--- src/rtl/instr_fetch_if.sv ---
// Bundle of the fetch unit's memory handshake, decoder feed and retirement
// control lines. The master side is the fetch unit; the slave side is the
// memory/decoder/datapath environment.
interface instr_fetch_if;
  logic        o_imemReq;
  logic [31:0] o_imemAddr;
  logic        i_imemAck;
  logic [31:0] i_imemData;
  logic [31:0] o_instr;
  logic [5:0]  o_opcode;
  logic        o_instrValid;
  logic        i_instrReady;
  logic        i_jump;
  logic        i_beq;
  logic        i_bne;
  logic        i_zero;
  logic [31:0] o_pc;
  logic [31:0] o_pcPlus4;
  logic [31:0] o_retireCount;

  modport master (
    output o_imemReq, o_imemAddr, o_instr, o_opcode, o_instrValid,
           o_pc, o_pcPlus4, o_retireCount,
    input  i_imemAck, i_imemData, i_instrReady, i_jump, i_beq, i_bne, i_zero
  );

  modport slave (
    input  o_imemReq, o_imemAddr, o_instr, o_opcode, o_instrValid,
           o_pc, o_pcPlus4, o_retireCount,
    output i_imemAck, i_imemData, i_instrReady, i_jump, i_beq, i_bne, i_zero
  );
endinterface

--- src/rtl/instr_fetch.sv ---
// Sequential instruction fetch and PC sequencing for the unpipelined MIPS
// core. Fetches one word at a time over a req/ack handshake, holds it for the
// decoder/datapath, and picks the next PC from jump/beq/bne/zero on retire.
module instr_fetch #(
  parameter logic [31:0] RESET_PC = 32'h0000_0000
) (
  input  logic          i_clk,
  input  logic          i_rst,
  instr_fetch_if.master bus
);

  // Low address bits of the reset vector are forced to a word boundary.
  localparam logic [31:0] RESET_PC_AL = {RESET_PC[31:2], 2'b00};

  typedef enum logic [1:0] {
    IDLE  = 2'd0,
    FETCH = 2'd1,
    HOLD  = 2'd2
  } state_t;

  state_t      state;
  state_t      state_nxt;
  logic        fetch_done;
  logic        retire;
  logic [31:0] pc;
  logic [31:0] pc4;
  logic [31:0] pc_nxt;
  logic [31:0] instr;
  logic [31:0] retire_count;

  // Region-relative jump: top nibble of pc+4 with the 26-bit word index.
  function automatic logic [31:0] jump_target(input logic [31:0] pc_plus4,
                                              input logic [31:0] word);
    return {pc_plus4[31:28], word[25:0], 2'b00};
  endfunction

  // PC-relative branch: sign-extended word offset added to pc+4, wrapping.
  function automatic logic [31:0] branch_target(input logic [31:0] pc_plus4,
                                                input logic [31:0] word);
    return pc_plus4 + {{14{word[15]}}, word[15:0], 2'b00};
  endfunction

  assign pc4 = pc + 32'd4;

  // State register; reset abandons any outstanding request.
  always_ff @(posedge i_clk or posedge i_rst) begin
    if (i_rst) begin
      state <= IDLE;
    end else begin
      state <= state_nxt;
    end
  end

  // Next-state logic; ack and ready only matter in their own states.
  always_comb begin
    state_nxt  = state;
    fetch_done = 1'b0;
    retire     = 1'b0;
    case (state)
      IDLE: begin
        state_nxt = FETCH;
      end
      FETCH: begin
        if (bus.i_imemAck == 1'b1) begin
          fetch_done = 1'b1;
          state_nxt  = HOLD;
        end
      end
      HOLD: begin
        if (bus.i_instrReady == 1'b1) begin
          retire    = 1'b1;
          state_nxt = FETCH;
        end
      end
      default: begin
        state_nxt = IDLE;
      end
    endcase
  end

  // Next-PC select with jump over beq over bne over sequential.
  always_comb begin
    pc_nxt = pc4;
    if (bus.i_jump == 1'b1) begin
      pc_nxt = jump_target(pc4, instr);
    end else if (bus.i_beq == 1'b1 && bus.i_zero == 1'b1) begin
      pc_nxt = branch_target(pc4, instr);
    end else if (bus.i_bne == 1'b1 && bus.i_zero == 1'b0) begin
      pc_nxt = branch_target(pc4, instr);
    end
  end

  // PC, held instruction and retire counter; only the qualified fetch and
  // retire strobes update them, so don't-care controls never leak in.
  always_ff @(posedge i_clk or posedge i_rst) begin
    if (i_rst) begin
      pc           <= RESET_PC_AL;
      instr        <= 32'd0;
      retire_count <= 32'd0;
    end else begin
      if (fetch_done) begin
        instr <= bus.i_imemData;
      end
      if (retire) begin
        pc           <= pc_nxt;
        retire_count <= retire_count + 32'd1;
      end
    end
  end

  assign bus.o_imemReq     = (state == FETCH);
  assign bus.o_instrValid  = (state == HOLD);
  assign bus.o_imemAddr    = pc;
  assign bus.o_instr       = instr;
  assign bus.o_opcode      = instr[31:26];
  assign bus.o_pc          = pc;
  assign bus.o_pcPlus4     = pc4;
  assign bus.o_retireCount = retire_count;

endmodule
--- src/flat_wrapper.sv ---
// flat-port wrapper written by rule: the top's interface ports become plain ports
module instr_fetch_flat 
#(
  parameter logic [31:0] RESET_PC = 32'h0000_0000
)
  (i_clk, i_rst, bus_o_imemReq, bus_o_imemAddr, bus_o_instr, bus_o_opcode, bus_o_instrValid, bus_o_pc, bus_o_pcPlus4, bus_o_retireCount, bus_i_imemAck, bus_i_imemData, bus_i_instrReady, bus_i_jump, bus_i_beq, bus_i_bne, bus_i_zero);
  instr_fetch_if bus_i ();
  input  logic i_clk;
  input  logic i_rst;
  output wire logic [$bits(bus_i.o_imemReq)-1:0] bus_o_imemReq;
  output wire logic [$bits(bus_i.o_imemAddr)-1:0] bus_o_imemAddr;
  output wire logic [$bits(bus_i.o_instr)-1:0] bus_o_instr;
  output wire logic [$bits(bus_i.o_opcode)-1:0] bus_o_opcode;
  output wire logic [$bits(bus_i.o_instrValid)-1:0] bus_o_instrValid;
  output wire logic [$bits(bus_i.o_pc)-1:0] bus_o_pc;
  output wire logic [$bits(bus_i.o_pcPlus4)-1:0] bus_o_pcPlus4;
  output wire logic [$bits(bus_i.o_retireCount)-1:0] bus_o_retireCount;
  input wire logic [$bits(bus_i.i_imemAck)-1:0] bus_i_imemAck;
  input wire logic [$bits(bus_i.i_imemData)-1:0] bus_i_imemData;
  input wire logic [$bits(bus_i.i_instrReady)-1:0] bus_i_instrReady;
  input wire logic [$bits(bus_i.i_jump)-1:0] bus_i_jump;
  input wire logic [$bits(bus_i.i_beq)-1:0] bus_i_beq;
  input wire logic [$bits(bus_i.i_bne)-1:0] bus_i_bne;
  input wire logic [$bits(bus_i.i_zero)-1:0] bus_i_zero;
  assign bus_o_imemReq = bus_i.o_imemReq;
  assign bus_o_imemAddr = bus_i.o_imemAddr;
  assign bus_o_instr = bus_i.o_instr;
  assign bus_o_opcode = bus_i.o_opcode;
  assign bus_o_instrValid = bus_i.o_instrValid;
  assign bus_o_pc = bus_i.o_pc;
  assign bus_o_pcPlus4 = bus_i.o_pcPlus4;
  assign bus_o_retireCount = bus_i.o_retireCount;
  assign bus_i.i_imemAck = bus_i_imemAck;
  assign bus_i.i_imemData = bus_i_imemData;
  assign bus_i.i_instrReady = bus_i_instrReady;
  assign bus_i.i_jump = bus_i_jump;
  assign bus_i.i_beq = bus_i_beq;
  assign bus_i.i_bne = bus_i_bne;
  assign bus_i.i_zero = bus_i_zero;
  instr_fetch #(.RESET_PC(RESET_PC)) u_core (.i_clk(i_clk), .i_rst(i_rst), .bus(bus_i));
endmodule
--- config.mk ---
export PLATFORM = sky130hd
export DESIGN_NAME = instr_fetch_flat
export DESIGN_NICKNAME = d
export VERILOG_FILES = /design/src/rtl/instr_fetch_if.sv /design/src/rtl/instr_fetch.sv /design/src/flat_wrapper.sv
export SDC_FILE = /design/constraint.sdc
export NUM_CORES = 1
export LEC_CHECK = 0
export CORE_AREA = 3 3 127 129
export CTS_CLUSTER_DIAMETER = 120
export DETAILED_ROUTE_END_ITERATION = 8
export DIE_AREA = 0 0 130 132
export PLACE_DENSITY = 0.77
export SLEW_MARGIN = 20
export SYNTH_ARGS = -nofsm -noshare
export SYNTH_HDL_FRONTEND = slang
export SYNTH_SLANG_ARGS = --single-unit
--- constraint.sdc ---
create_clock -name i_clk -period 4.15 [get_ports i_clk]
set_input_delay 0.415 -clock i_clk [delete_from_list [all_inputs] [get_ports i_clk]]
set_output_delay 0.415 -clock i_clk [all_outputs]
set_load 0.005 [all_outputs]
==> metrics.md <==
| Metric | Value |
|---|---|
| CP peak stage delay | 0.48 ns |
| Int Pwr | ~0.0042 W |
| Critical Path Fanout Max | 7 |
| Starting Density | 0.448 |
| Power share of the clock group | 0.118 |
| Maximum number of pins on one net before global-route repair | 76 |
| Area share of the largest cell type after synthesis | 0.354 |
| Mapped Area | about 6800 um^2 |
| Clock slew at reported path FFs | around 0.08 ns |
| Synthesis-stage register bit count | 96 |
| Worst Path Arrival | 4.13 ns |
| DP HPWL | roughly 15000 um |
| Footprint of the multi-input gates | 3960 um^2 |
| Power share of the combinational group | 0.645 |
| Vias in the first global route | between 6k and 7k |
| Nets | ~1000 |
| Fillers | 1287 |
| Final hold slack | 0.491 ns |
| Fmax | around 0.26 GHz |
| Pre-CTS worst setup slack | around 0.29 ns |
| Cell variety after synth | 67 |
| Total of max-cap violations | 0 |
| First-pass GRT wire length | 31700 um |
| Total GRT Usage | 0.229 |
| Die Footprint | approximately 17000 um^2 |
| Sw frac | 0.429 |
| Ant diodes | 0 |
| Skew-Pair Late Insertion Delay | 0.36 ns |
| Share of layout cells above drive strength 1 | 0.0942 |
| Slew HR | 0.361 |
| Routed vias | slightly above 6k |
| Final core utilization | 0.601 |
| Sequential Power Share | 0.237 |
| CP Capture Type | flop |
| Synth warn | 0 |
| Hold Path Class | reg -> reg |
| Row count | 45 |
| CTS buffer count | 9 |
| CP Cell Sequence | and4_1 > and3_1 > and2_2 > nand3_1 > xnor2_1 > ha_1 > and2_1 > a221o_1 > a21oi_1 > nand2_1 > a21oi_1 > o21ai_1 > a41oi_2 > nor3_1 > nor3_1 |
| Final Wtd Congestion | between 0.8 and 0.9 |
| Number of port buffers | between 200 and 250 |
| Htree depth | 3 |
| Final Skew | ~0.014 ns |
| Avg Vias per Cell | around 5.7 |
| Total leakage power | between 3 and 4 nW |
| Grt total ovfl | 0 |
| Worst Max-Slew Pin Slew | around 0.96 ns |
| Setup repair bufs after CTS | 0 |
| Mapped Cells | 739 |
| Design Power | between 0.007 and 0.008 W |
| Clock sinks | 96 |
| Final period utilization | 0.933 |
| Setup-failing EPs final | 0 |
| Post-synth EDFFs | 0 |
| Wire length per cell | 18.1 um |
| Final slew viol count | 0 |
| Initial antenna violation count | 0 |
| Yosys top cell by area | dfrtp_1 |
| I/O pins | 208 |
| FFs w/ async S/R, synth | 1.00 |
| Dominant register cell in the synthesized netlist | dfrtp_1 |
| # DRC | 0 |
| DIE WIDTH | roughly 130 um |
| VDD IR max | approximately 430 uV |
| Slowest CP cell | dfrtp_1 |
| Clk root buf | clkbuf_16 |
| Final Hold Fails | 0 |
| Initial drt markers | approximately 340 |
| Post-Route WL | 19900 um |
| Status | completed |
| Worst Setup Start Kind | flop |
| Critical path class | reg -> reg |
| CTS tree | yes |
| Final worst path period need | approximately 3.9 ns |
| P per Cell Area | 804 nW/um^2 |
| Register area | between 2000 and 2500 um^2 |
| CP required | between 4 and 5 ns |
| Synth Area per Inst | between 9 and 10 um^2 |
| Die Y | ~130 um |
| Ranking of synthesized cells by area | dfrtp_1 (35%), ha_1 (6.8%), xnor2_1 (6.5%), mux2_2 (5.5%), buf_4 (4.6%) |
| Dpl cell area | between 8000 and 9000 um^2 |
| Antenna Violating Nets Remaining | 0 |
| NetSw | approximately 0.0031 W |
| Sequential area share after synthesis | 0.354 |
| Pre-antenna DRT Iters | 6 |
| Synthesis-to-layout area growth | 34.1% |
| Design area | about 9000 um^2 |
| Fin worst setup slack | around 0.28 ns |
| Placeable Area | ~15000 um^2 |
| Clock tree buffer depth | 2 |
==> state kept, by name, summed over array words and instances, names as in the netlist <==
register,cells
u_core.bus.o_instr,32
u_core.bus.o_imemAddr,30
u_core.bus.o_retireCount,32
u_core.state,2
==> power by group through the flow <==
stage	Combinational [W]	Clock (W)	Sequential, W
3_5_place_dp	0.00466	0	0.00174
5_1_grt	0.00517	0.000917	0.00178
6_report	0.00472	0.000863	0.00173
4_1_cts	0.00471	0.000877	0.00173
3_3_place_gp	0.00464	0	0.00173
2_1_floorplan	0.00288	0	0.00165
==> Yosys cell counts (13+ instances only) <==
cell	instances
a21o_1	13
nand2_1	82
nand3_1	21
o21ai_0	39
dfrtp_1	96
xor2_1	30
nand4_1	18
xnor2_1	50
a21oi_1	36
ha_1	37
and3_1	22
buf_4	42
clkbuf_1	20
nor2_1	44
mux2_2	33
==> through the flow <==
step	setup TNS [ns]	cells
floorplan	0	744
global placement	0	1085
detailed placement	0	1085
CTS	0	1101
global route	-0.00539	1101
finish	0	1101
==> kinds of logic after synthesis <==
kind of cell | count (synthesis) | share of synthesized area
xor+xnor | 80 | 0.103
buf+inv | 77 | 0.0662
fa+ha+maj | 38 | 0.0712
flops | 96 | 0.354
compound gates | 165 | 0.161
mux | 40 | 0.0651
other cells | 1 | 0.000553
simple gates | 242 | 0.178
==> cell type report <==
class	count	area share
clock inverter	7	0.00894
tap	188	0.0259
sequential	96	0.264
multi-input combinational	571	0.436
timing repair buffer	219	0.236
clock buffer	9	0.0248
inverter	11	0.00481
==> final timing paths <==
kind	slack, ns	to	cells after the start	start
setup / recovery	0.28	u_core.bus.o_imemAddr[30]$_DFFE_PP0P_	15	u_core.bus.o_imemAddr[9]$_DFFE_PP0P_
hold / removal	0.49	u_core.bus.o_retireCount[31]$_DFFE_PP0P_	1	u_core.bus.o_retireCount[31]$_DFFE_PP0P_
setup reg to reg	0.28	u_core.bus.o_imemAddr[30]$_DFFE_PP0P_	15	u_core.bus.o_imemAddr[9]$_DFFE_PP0P_
hold reg to reg	0.49	u_core.bus.o_retireCount[31]$_DFFE_PP0P_	1	u_core.bus.o_retireCount[31]$_DFFE_PP0P_
max in group asynchronous	2.60	u_core.bus.o_imemAddr[11]$_DFFE_PP0P_	3	i_rst
min in group asynchronous	0.63	u_core.bus.o_instr[27]$_DFFE_PP0P_	2	i_rst
==> critical path, delay by kind of cell, from the launching register on <==
kind,cells,cell delay (ns)
DFF,1,0.48
xor gates and xnor gates,1,0.26
adders and majority gates,1,0.34
and+or+nand+nor,8,1.45
AOI/OAI and AO/OA,5,1.26
==> what timing repair did <==
item,CTS,global route
hold buffers,0,0
endpoints found under the setup margin,0,3
resized for setup,0,2
==> cell usage in the layout (no fill, tap or decap), drive strengths merged, types with 18 or more instances in the layout <==
cell           count
a21oi             39
and3              22
buf               18
clkdlybuf4s50    201
dfrtp             96
ha                37
mux2              33
nand2             83
nand3             21
nand4             18
nor2              44
o21ai             46
xnor2             50
xor2              30
==> per-layer routing <==
metal,up-vias,track usage,part of all wire
met1,2990,0.303,0.43
met2,254,0.376,0.48
met3,33,0.0482,0.068
met4,0,0.0658,0.022
met5,-,0,0
li1,2957,-,-
Note: power is estimated with default switching activity, not from simulation.
